[src/rtl/anton_neopixel_stream_pkg.sv]
// Shared definitions for the NeoPixel stream engine.
// Holds the FSM state encoding, the WS2812 timing defaults,
// the default pixel buffer size, and a helper that resolves
// the index of the last byte streamed in a frame.
package anton_neopixel_stream_pkg;

  // Index of the last byte in the pixel buffer when no limit is set.
  localparam int BUFFER_END_DEFAULT = 15;

  // Width of the register-side byte index (reg_max).
  localparam int REG_IDX_W = 13;

  // WS2812 timing defaults in clocks at 20 MHz.
  localparam int CYCLES_T0H_DEFAULT   = 7;     // 350 ns high for a 0 bit
  localparam int CYCLES_T1H_DEFAULT   = 14;    // 700 ns high for a 1 bit
  localparam int CYCLES_BIT_DEFAULT   = 25;    // 1.25 us per bit
  localparam int CYCLES_RESET_DEFAULT = 1000;  // 50 us line reset / latch

  typedef enum logic [2:0] {
    STREAM_IDLE      = 3'd0,
    STREAM_LOAD      = 3'd1,
    STREAM_BIT       = 3'd2,
    STREAM_LATCH     = 3'd3,
    STREAM_INIT      = 3'd4,
    STREAM_INIT_DONE = 3'd5
  } stream_state_e;

  // Last byte index of a frame: reg_max clamped to the buffer end when
  // the limit is enabled, otherwise the buffer end itself.
  function automatic logic [REG_IDX_W-1:0] last_index(
    input logic                 limit,
    input logic [REG_IDX_W-1:0] reg_max,
    input logic [REG_IDX_W-1:0] buffer_end
  );
    if (limit && (reg_max < buffer_end)) return reg_max;
    return buffer_end;
  endfunction

endpackage

[src/rtl/anton_neopixel_stream_if.sv]
// Register-block side of the NeoPixel stream engine.
// master: the register block (drives controls and initSlow)
// slave : the stream engine (drives status and initSlowDone)
//
// Signals:
//   reg_max        last byte index streamed when reg_ctrl_limit is set
//   reg_ctrl_limit use reg_max instead of the buffer end
//   reg_ctrl_run   start / continue streaming (sampled only in idle)
//   reg_ctrl_32bit skip every byte whose index has [1:0]==3
//   initSlow       init request (level)
//   initSlowDone   init complete (level)
//   stream_sync_of one-cycle end-of-frame pulse
//   state          1 while a frame (bits + latch) is in progress
//
// initSlow/initSlowDone form a four-phase level handshake: the master
// raises initSlow and holds it; the slave raises initSlowDone once the
// line has been held low for a full reset period and keeps it high until
// it observes initSlow low, at which point it drops initSlowDone and
// returns to idle. initSlow raised while busy aborts the current frame.
interface anton_neopixel_stream_if;
  import anton_neopixel_stream_pkg::*;

  logic [REG_IDX_W-1:0] reg_max;
  logic                 reg_ctrl_limit;
  logic                 reg_ctrl_run;
  logic                 reg_ctrl_32bit;
  logic                 initSlow;
  logic                 initSlowDone;
  logic                 stream_sync_of;
  logic                 state;

  modport master (
    output reg_max, reg_ctrl_limit, reg_ctrl_run, reg_ctrl_32bit, initSlow,
    input  initSlowDone, stream_sync_of, state
  );

  modport slave (
    input  reg_max, reg_ctrl_limit, reg_ctrl_run, reg_ctrl_32bit, initSlow,
    output initSlowDone, stream_sync_of, state
  );

endinterface

[src/rtl/anton_neopixel_stream_bit_encoder.sv]
// WS2812 pulse-width bit encoder.
// Produces one bit period of CYCLES_BIT clocks while active: the line is
// high for CYCLES_T1H clocks for a 1 and CYCLES_T0H clocks for a 0.
// Ports:
//   clk, rst_n  clock, asynchronous active-low reset
//   start       clears the bit counter (issued in the cycle before a frame)
//   active      counts bit clocks and drives the line
//   bit_val     value of the bit currently being sent
//   neo_data    serial line output
//   bit_done    high in the last clock of a bit period
// Back-to-back bits need no restart: the counter wraps to 0 on its own.
module anton_neopixel_bit_encoder #(
  parameter int CYCLES_T0H = 7,
  parameter int CYCLES_T1H = 14,
  parameter int CYCLES_BIT = 25
) (
  input  logic clk,
  input  logic rst_n,
  input  logic start,
  input  logic active,
  input  logic bit_val,
  output logic neo_data,
  output logic bit_done
);

  localparam int CNT_W = $clog2(CYCLES_BIT);
  localparam logic [CNT_W-1:0] CNT_LAST = CNT_W'(CYCLES_BIT - 1);
  localparam logic [CNT_W:0]   THR_0    = (CNT_W + 1)'(CYCLES_T0H);
  localparam logic [CNT_W:0]   THR_1    = (CNT_W + 1)'(CYCLES_T1H);

  logic [CNT_W-1:0] bit_cnt;

  always_ff @(posedge clk or negedge rst_n) begin
    if (!rst_n) begin
      bit_cnt <= '0;
    end else if (start) begin
      bit_cnt <= '0;
    end else if (active) begin
      if (bit_cnt == CNT_LAST) bit_cnt <= '0;
      else                     bit_cnt <= bit_cnt + 1'b1;
    end
  end

  assign neo_data = active && ({1'b0, bit_cnt} < (bit_val ? THR_1 : THR_0));
  assign bit_done = active && (bit_cnt == CNT_LAST);

endmodule

[src/rtl/anton_neopixel_stream.sv]
// NeoPixel stream engine.
// Walks the pixel byte buffer and serialises each byte MSB-first onto a
// WS2812-style line, then holds the line low for a latch period and
// pulses stream_sync_of. Also services the slow-init handshake.
// Ports:
//   busClk, busRstN  clock, asynchronous active-low reset
//   pixelAddr        byte index into the pixel buffer
//   pixelData        pixels[pixelAddr], combinational from the buffer
//   regs             register-block interface (controls, status, init)
//   neoData          serial data line
//   dbg_state        current FSM state
module anton_neopixel_stream
  import anton_neopixel_stream_pkg::*;
#(
  parameter int BUFFER_END   = BUFFER_END_DEFAULT,
  parameter int CYCLES_T0H   = CYCLES_T0H_DEFAULT,
  parameter int CYCLES_T1H   = CYCLES_T1H_DEFAULT,
  parameter int CYCLES_BIT   = CYCLES_BIT_DEFAULT,
  parameter int CYCLES_RESET = CYCLES_RESET_DEFAULT,
  localparam int BUFFER_BITS = (BUFFER_END < 1) ? 1 : $clog2(BUFFER_END + 1)
) (
  input  logic                         busClk,
  input  logic                         busRstN,
  output logic [BUFFER_BITS-1:0]       pixelAddr,
  input  logic [7:0]                   pixelData,
  anton_neopixel_stream_if.slave       regs,
  output logic                         neoData,
  output stream_state_e                dbg_state
);

  localparam int LATCH_W = $clog2(CYCLES_RESET);
  localparam logic [LATCH_W-1:0]   LATCH_LAST = LATCH_W'(CYCLES_RESET - 1);
  localparam logic [REG_IDX_W-1:0] BUF_END_C  = REG_IDX_W'(BUFFER_END);

  stream_state_e        state_q, state_d;
  logic [REG_IDX_W-1:0] byte_idx, byte_d;
  logic [2:0]           bit_idx, bit_d;
  logic [7:0]           shift_q, shift_d;
  logic [LATCH_W-1:0]   latch_cnt, latch_d;

  logic [REG_IDX_W-1:0] last_idx;
  logic [REG_IDX_W:0]   inc_idx;
  logic [REG_IDX_W:0]   next_idx;
  logic                 frame_end;

  logic enc_start, enc_active, bit_done;
  logic frame_active, sync_pulse, init_done;

  anton_neopixel_bit_encoder #(
    .CYCLES_T0H (CYCLES_T0H),
    .CYCLES_T1H (CYCLES_T1H),
    .CYCLES_BIT (CYCLES_BIT)
  ) u_encoder (
    .clk      (busClk),
    .rst_n    (busRstN),
    .start    (enc_start),
    .active   (enc_active),
    .bit_val  (shift_q[7]),
    .neo_data (neoData),
    .bit_done (bit_done)
  );

  // Next byte index with one extra bit so a wrap of the 13-bit index
  // ends the frame instead of restarting at byte 0.
  always_comb begin
    last_idx  = last_index(regs.reg_ctrl_limit, regs.reg_max, BUF_END_C);
    inc_idx   = {1'b0, byte_idx} + 1'b1;
    next_idx  = (regs.reg_ctrl_32bit && (inc_idx[1:0] == 2'b11)) ? inc_idx + 1'b1 : inc_idx;
    frame_end = next_idx[REG_IDX_W] || (next_idx[REG_IDX_W-1:0] > last_idx);
  end

  always_ff @(posedge busClk or negedge busRstN) begin
    if (!busRstN) begin
      state_q   <= STREAM_IDLE;
      byte_idx  <= '0;
      bit_idx   <= '0;
      shift_q   <= '0;
      latch_cnt <= '0;
    end else begin
      state_q   <= state_d;
      byte_idx  <= byte_d;
      bit_idx   <= bit_d;
      shift_q   <= shift_d;
      latch_cnt <= latch_d;
    end
  end

  always_comb begin
    state_d      = state_q;
    byte_d       = byte_idx;
    bit_d        = bit_idx;
    shift_d      = shift_q;
    latch_d      = latch_cnt;
    pixelAddr    = byte_idx[BUFFER_BITS-1:0];
    enc_start    = 1'b0;
    enc_active   = 1'b0;
    frame_active = 1'b0;
    sync_pulse   = 1'b0;
    init_done    = 1'b0;

    case (state_q)
      STREAM_IDLE: begin
        if (regs.reg_ctrl_run) begin
          state_d = STREAM_LOAD;
          byte_d  = '0;
        end
      end

      STREAM_LOAD: begin
        frame_active = 1'b1;
        enc_start    = 1'b1;
        shift_d      = pixelData;
        bit_d        = 3'd7;
        state_d      = STREAM_BIT;
      end

      STREAM_BIT: begin
        frame_active = 1'b1;
        enc_active   = 1'b1;
        if (bit_done) begin
          if (bit_idx != 3'd0) begin
            shift_d = shift_q << 1;
            bit_d   = bit_idx - 1'b1;
          end else begin
            // Fetch the next byte in this cycle so the next bit period
            // starts on the following clock with no gap.
            pixelAddr = next_idx[BUFFER_BITS-1:0];
            if (frame_end) begin
              state_d = STREAM_LATCH;
              latch_d = '0;
            end else begin
              byte_d  = next_idx[REG_IDX_W-1:0];
              shift_d = pixelData;
              bit_d   = 3'd7;
            end
          end
        end
      end

      STREAM_LATCH: begin
        frame_active = 1'b1;
        if (latch_cnt == LATCH_LAST) begin
          sync_pulse = !regs.initSlow;
          state_d    = STREAM_IDLE;
        end else begin
          latch_d = latch_cnt + 1'b1;
        end
      end

      STREAM_INIT: begin
        if (latch_cnt == LATCH_LAST) state_d = STREAM_INIT_DONE;
        else                         latch_d = latch_cnt + 1'b1;
      end

      STREAM_INIT_DONE: begin
        init_done = 1'b1;
        if (!regs.initSlow) state_d = STREAM_IDLE;
      end

      default: state_d = STREAM_IDLE;
    endcase

    // An init request overrides everything except an init already running.
    if (regs.initSlow && (state_q != STREAM_INIT) && (state_q != STREAM_INIT_DONE)) begin
      state_d = STREAM_INIT;
      latch_d = '0;
    end
  end

  assign regs.state          = frame_active;
  assign regs.stream_sync_of = sync_pulse;
  assign regs.initSlowDone   = init_done;
  assign dbg_state           = state_q;

endmodule

[src/flat_wrapper.sv]
// flat-port wrapper written by rule: the top's interface ports become plain ports
module anton_neopixel_stream_flat import anton_neopixel_stream_pkg::*;
#(
  parameter int BUFFER_END   = BUFFER_END_DEFAULT,
  parameter int CYCLES_T0H   = CYCLES_T0H_DEFAULT,
  parameter int CYCLES_T1H   = CYCLES_T1H_DEFAULT,
  parameter int CYCLES_BIT   = CYCLES_BIT_DEFAULT,
  parameter int CYCLES_RESET = CYCLES_RESET_DEFAULT,
  localparam int BUFFER_BITS = (BUFFER_END < 1) ? 1 : $clog2(BUFFER_END + 1)
)
  (busClk, busRstN, pixelAddr, pixelData, neoData, dbg_state, regs_reg_max, regs_reg_ctrl_limit, regs_reg_ctrl_run, regs_reg_ctrl_32bit, regs_initSlow, regs_initSlowDone, regs_stream_sync_of, regs_state);
  anton_neopixel_stream_if regs_i ();
  input  logic busClk;
  input  logic busRstN;
  output logic [BUFFER_BITS-1:0] pixelAddr;
  input  logic [7:0] pixelData;
  output logic neoData;
  output stream_state_e dbg_state;
  input wire logic [$bits(regs_i.reg_max)-1:0] regs_reg_max;
  input wire logic [$bits(regs_i.reg_ctrl_limit)-1:0] regs_reg_ctrl_limit;
  input wire logic [$bits(regs_i.reg_ctrl_run)-1:0] regs_reg_ctrl_run;
  input wire logic [$bits(regs_i.reg_ctrl_32bit)-1:0] regs_reg_ctrl_32bit;
  input wire logic [$bits(regs_i.initSlow)-1:0] regs_initSlow;
  output wire logic [$bits(regs_i.initSlowDone)-1:0] regs_initSlowDone;
  output wire logic [$bits(regs_i.stream_sync_of)-1:0] regs_stream_sync_of;
  output wire logic [$bits(regs_i.state)-1:0] regs_state;
  assign regs_i.reg_max = regs_reg_max;
  assign regs_i.reg_ctrl_limit = regs_reg_ctrl_limit;
  assign regs_i.reg_ctrl_run = regs_reg_ctrl_run;
  assign regs_i.reg_ctrl_32bit = regs_reg_ctrl_32bit;
  assign regs_i.initSlow = regs_initSlow;
  assign regs_initSlowDone = regs_i.initSlowDone;
  assign regs_stream_sync_of = regs_i.stream_sync_of;
  assign regs_state = regs_i.state;
  anton_neopixel_stream #(.BUFFER_END(BUFFER_END), .CYCLES_T0H(CYCLES_T0H), .CYCLES_T1H(CYCLES_T1H), .CYCLES_BIT(CYCLES_BIT), .CYCLES_RESET(CYCLES_RESET)) u_core (.busClk(busClk), .busRstN(busRstN), .pixelAddr(pixelAddr), .pixelData(pixelData), .regs(regs_i), .neoData(neoData), .dbg_state(dbg_state));
endmodule
[config.mk]
export PLATFORM = sky130hd
export DESIGN_NAME = anton_neopixel_stream_flat
export DESIGN_NICKNAME = d
export VERILOG_FILES = /design/src/rtl/anton_neopixel_stream_pkg.sv /design/src/rtl/anton_neopixel_stream_if.sv /design/src/rtl/anton_neopixel_stream_bit_encoder.sv /design/src/rtl/anton_neopixel_stream.sv /design/src/flat_wrapper.sv
export SDC_FILE = /design/constraint.sdc
export NUM_CORES = 1
export LEC_CHECK = 0
export CORE_MARGIN = 10
export CORE_UTILIZATION = 59
export CTS_BUF_LIST = sky130_fd_sc_hd__clkbuf_4 sky130_fd_sc_hd__clkbuf_8
export DETAILED_ROUTE_END_ITERATION = 8
export GPL_TIMING_DRIVEN = 0
export PLACE_DENSITY = 0.92
export SYNTH_ARGS = -nofsm -noshare
export SYNTH_HDL_FRONTEND = slang
export SYNTH_SLANG_ARGS = --single-unit
[constraint.sdc]
create_clock -name busClk -period 5.6 [get_ports busClk]
set_clock_uncertainty 0.15 [all_clocks]
set_input_delay 1.12 -clock busClk [delete_from_list [all_inputs] [get_ports busClk]]
set_output_delay 1.12 -clock busClk [all_outputs]
set_load 0.05 [all_outputs]
### Word level (Yosys, flattened, before mapping)

Index checks and enable logic that the tools add are counted.

| storage, ports and cells | value |
|---|---|
| output and inout bits | 11 |
| input port bits | 27 |
| bits in registers | 42 |
| logic and storage cells | 102 |

| cells by class | value |
|---|---|
| equal/unequal tests | 23 |
| mux-type cells | 45 |
| $lt $le $gt $ge | 3 |
| reductions and logical operators | 20 |
| $add $sub $neg | 5 |

Operators by type and width:

| kind | number |
|---|---|
| $mux 13 | 6 |
| $mux 10 | 5 |
| $mux 3 | 11 |
| $pmux 13 s2 | 1 |
| $mux 8 | 3 |
| $pmux 10 s2 | 1 |
| $pmux 3 s6 | 1 |
| $mux 4 | 4 |
| $pmux 8 s2 | 1 |
| $mux 5 | 3 |
| $ne 3x3->1 const B | 5 |
| $add 13x1->14 const B | 1 |
| $add 14x1->14 const B | 1 |
| $mux 14 | 1 |
| $gt 13x13->1 | 1 |
| $lt 13x4->1 const B | 1 |
| $ne 3x1->1 const B | 4 |
| $add 10x1->10 const B | 1 |
| $eq 10x10->1 const B | 1 |
| $reduce_and 5->1 | 2 |
| $mux 1 | 7 |
| $reduce_and 7->1 | 1 |
| $eq 3x2->1 const B | 2 |
| $eq 3x3->1 const B | 2 |
| other kinds (19) | 30 |

### Logic depth before layout (Yosys ltp)

| logic depth | value |
|---|---|
| word-level depth | 11 |
| gate-level depth with buffers | 19 |

### By module

A second synthesis with hierarchy kept.

| unflattened totals | value |
|---|---|
| cells, all modules | 418 |
| area, all modules | 3,444.6 µm² |

By module, submodules not included:

| module | instances | sequential area each (µm²) | area an instance (µm²) | cells each |
|---|---|---|---|---|
| anton_neopixel_stream | 1 | 925.9 | 3,124.2 | 381 |
| anton_neopixel_bit_encoder | 1 | 125.1 | 320.3 | 37 |

### Worst setup path before layout

OpenSTA, ideal clock, no wires.

| path | value |
|---|---|
| path kind | input to register |
| start | input regs_reg_ctrl_32bit |
| end | register u_core.bit_idx[1] |
| arrival time | 4.401 ns |
| path buffers | 2 |
| cell stages on the path | 16 |
| slack | 0.924 ns |
| setup time | 0.125 ns |
| cells stage by stage | nand2_1 -> nor4_2 -> o211ai_1 -> or2_2 -> a21oi_1 -> xor2_1 -> ha_1 -> nand4_1 -> or4_1 -> o211ai_1 -> and2_1 -> clkbuf_1 -> a21oi_2 -> a211o_1 -> buf_6 -> mux2_4 |

| between the ends | value |
|---|---|
| longest elaborated chain between the ends | 6 |

Ends and longest elaborated chain:

| element | line | RTL |
|---|---|---|
| start, declared | flat_wrapper.sv:22 | `input wire logic [$bits(regs_i.reg_ctrl_32bit)-1:0] regs_reg_ctrl_32bit;` |
| $logic_and 1x1->1 * | anton_neopixel_stream.sv:68 | `next_idx = (regs.reg_ctrl_32bit && (inc_idx[1:0] == 2'b11)) ? inc_idx + 1'b1 : inc_idx;` |
| $mux 14 * | anton_neopixel_stream.sv:68 |  |
| $gt 13x13->1 | anton_neopixel_stream.sv:69 | `frame_end = next_idx[REG_IDX_W] \|\| (next_idx[REG_IDX_W-1:0] > last_idx);` |
| $logic_or 1x1->1 * | anton_neopixel_stream.sv:69 |  |
| $ne 3x3->1 (no source line) * | - |  |
| $reduce_and 3->1 (no source line) * | - |  |
| end signal, assigned | anton_neopixel_stream.sv:82 | `bit_idx <= bit_d;` |
| end, declared | anton_neopixel_stream.sv:37 | `logic [2:0] bit_idx, bit_d;` |

Every way passes the cells marked *; elsewhere a longest branch is shown, timed or not.
A chain may end at the register's enable or synchronous reset.

### Worst setup path after layout

| path | value |
|---|---|
| start | input regs_reg_ctrl_32bit |
| end | register u_core.shift_q[1] |

| between the ends | value |
|---|---|
| longest elaborated chain between the ends | 6 |

Ends and longest elaborated chain:

| element | line | RTL |
|---|---|---|
| $logic_and 1x1->1 * | anton_neopixel_stream.sv:68 |  |
| $mux 14 * | anton_neopixel_stream.sv:68 |  |
| $gt 13x13->1 | anton_neopixel_stream.sv:69 |  |
| $logic_or 1x1->1 * | anton_neopixel_stream.sv:69 |  |
| $ne 3x3->1 (no source line) * | - |  |
| $reduce_and 3->1 (no source line) * | - |  |
| end signal, assigned | anton_neopixel_stream.sv:83 | `shift_q <= shift_d;` |
| end, declared | anton_neopixel_stream.sv:38 | `logic [7:0] shift_q, shift_d;` |

Marks and branches as above.

==> impl_metrics.ini <==
[run_status]
status = finished clean

[routing]
drtAntennaViolNets = 0
wl_per_cell_um = 15.94
drc = 0
vias = 3141
viasPerCell = 6.135
wl_um = 8163
drt-pass1-iter-count = 7
drt_iter0_markers = 201

[final_layout]
design_area_mm2 = 0.003940
antenna_cells = 0
num-fill-cells = 407
nNetsFinal = 488
layout-drive-gt1-share_pct = 9.545
multiInputGateArea_mm2 = 0.002166
syn_to_final_growth_pct = 18.47
seqCellArea_mm2 = 0.001051

[grt]
grt_pass1_vias = 2993
track_usage_pct = 18.04
grt-ovfl-total = 0
antenna_found_initial = 0
grt_max_degree = 42
grt_pass1_wl_um = 13530

[power_and_ir_drop]
p_leak_nw = 1.769
ir_drop_mv = 0.2780
powerDensity_mw_per_mm2 = 186.7

[sta]
slew_headroom_pct = 64.63
hold_violations = 0
fmax_mhz = 185.1
holdWs_ns = 0.3442
final_max_slew_viol_count = 0
period_share_pct = 96.45
tightestPinTransition_ns = 0.5270
setup_viol = 0
min_period_ns = 5.401

[logic_synthesis]
syn_inst = 386
synth_top_area_cell = dfrtp_1
netlist_area_mm2 = 0.003326
ys_ff_latch = 42
synthTopCellsByCount = 44 x nand2_1, 42 x dfrtp_1, 28 x nor2_1, 24 x o21ai_0, 23 x nand3_1
synth.distinct_cells = 56
ys_warn_count = 0
yosysSeqAreaShare_pct = 31.60
avgSynthCellArea_um2 = 8.616
synth-edff-count = 0
async_reset_ff_share_pct = 100.0
yosysMostFrequentCell = nand2_1
ys_top_cells_by_area = dfrtp_1 32%, ha_1 8.3%, nand2_1 5.0%
synth_top_area_share_pct = 31.60
synth_ff_type = dfrtp_1

[clock_network]
clockBufferDepth = 2
ctsHoldBuffers = 0
cts_htree_levels = 2
cts.clk_slew.worst_paths_ns = 0.08
cts_tree = built
root_buffer = clkbuf_8
post_cts_buffers = 0
post_cts_resized = 0
cts_sinks = 42
cts_made_buffers = 5
clk_latency_ns = 0.30

[die]
io_pins = 38
die_w_um = 95.08
dieArea_mm2 = 0.009040
initial_utilization_pct = 60.77
placementRows = 27
die_h_um = 95.08
coreArea_mm2 = 0.005473

[critical_path]
crit_path_max_fanout = 10
critPathKind = input pin to flop
critPathLaunchType = input pin
critPathMaxStageDelay_ns = 0.51
cp-startpoint = regs_reg_ctrl_32bit
critPathArrivalTime_ns = 5.44
crit_chain = clkdlybuf4s50_1 > nand2_1 > or3_1 > clkbuf_1 > nor3_1 > o21a_1 > xor2_1 > ha_1 > nand4_1 > or4_1 > o211ai_1 > and2_1 > clkbuf_1 > a21oi_2 > a211o_1 > buf_6 > mux2_4
critPathSlowestCell = or4_1
reg2reg_from = u_core.byte_idx[0]
cp-end-kind = flop
worstPathRequired_ns = 5.64
crit_path_frequent_cell = clkbuf_1

[min_path]
hold_start = u_core.bit_idx[0]
hold_path_class = flop to flop

[place]
dp_hpwl_um = 6154
gp_congestion = 0.9760
placed_area_mm2 = 0.003831
portBuffers = 37

[run]
maxCapViolations = 0
-- area by class of cell --
cell class	count	area share (%)
sequential	42	26.68
tap	72	2.286
buffer	20	2.826
timing repair buffer	38	9.781
clock inverter	2	0.3176
multi-input combinational	321	54.97
inverter	11	1.048
clock buffer	6	2.096
-- cell usage in the layout, fill, tap and decap left out, types with 12 or more instances in the layout --
| cell | synthesis | layout |
|---|---|---|
| dfrtp_1 | 42 | 42 |
| a21oi_1 | 16 | 16 |
| nand3_1 | 23 | 23 |
| nand2_1 | 44 | 44 |
| ha_1 | 22 | 22 |
| and3_1 | 12 | 12 |
| clkdlybuf4s50_1 | 0 | 36 |
| xnor2_1 | 15 | 15 |
| nor2_1 | 28 | 28 |
| o21ai_0 | 24 | 24 |
| clkbuf_1 | 12 | 12 |
-- through the flow --
stage                     util [%]  total power, W   TNS (ns)  setup slack, ns  instances
after floorplan                  -       0.0004784          0           0.9239        394
after global placement       69.73       0.0005202    -0.4696         -0.07437        503
after detailed placement     70.00       0.0005321    -0.8073         -0.08930        504
after CTS                    71.74       0.0007355          0           0.2228        512
after global routing         71.99       0.0007712  -0.002805        -0.001819        512
final                        71.99       0.0007356          0           0.1986        512
-- logic make-up (layout without fill, tap and decap cells) --
group / after synthesis / after routing / share of synthesized area [%]
compound gates: 88 / 88 / 17.61
flops: 42 / 42 / 31.60
simple gates: 163 / 163 / 25.70
other cells: 1 / 9 / 0.1128
fa+ha+maj: 22 / 22 / 8.277
buf+inv: 31 / 77 / 4.590
mux: 17 / 17 / 6.321
xor+xnor: 22 / 22 / 5.794
-- final timing paths --
path / end / slack (ns) / cells past startpoint
min reg2reg: u_core.bit_idx[0] / 0.34 / 1
max in group asynchronous: u_core.latch_cnt[8] / 4.45 / 2
max reg2reg: u_core.shift_q[1] / 0.59 / 19
max: u_core.shift_q[1] / 0.20 / 17
min: u_core.bit_idx[0] / 0.34 / 1
min in group asynchronous: u_core.u_encoder.bit_cnt[3] / 0.45 / 1
-- power by group --
group	total (W)	switching, W	leakage (nW)	internal (W)
sequential	0.000386	0.0000438	0.542	0.000342
clock	0.000207	0.000108	0.0472	0.0000991
combinational	0.000143	0.0000638	1.18	0.0000790
-- metal layers --
layer  vias to the layer above  track usage (%)  part of all wire [%]  routed length (um)
met5                         -                0                     0                   0
met3                        13            4.085                   7.4                 608
met1                      1484            22.23                    44                3587
met2                       130            30.11                    47                3847
met4                         0            6.608                   1.5                 120
li1                       1514                -                     -                   -
-- flip-flops by register name, summed over array words and instances, names as in the netlist --
register,cells
u_core.byte_idx,13
u_core.u_encoder.bit_cnt,5
u_core.shift_q,8
u_core.latch_cnt,10
u_core.bit_idx,3
u_core.dbg_state,3
-- worst max-delay path: cells and delay by family --
| kind | cells | cell delay, ns |
|---|---|---|
| buf+inv | 4 | 1.10 |
| mux | 1 | 0.30 |
| simple gates | 6 | 1.77 |
| xor+xnor | 1 | 0.09 |
| fa+ha+maj | 1 | 0.31 |
| compound gates | 4 | 0.74 |
Power figures use the tool's default switching activity.
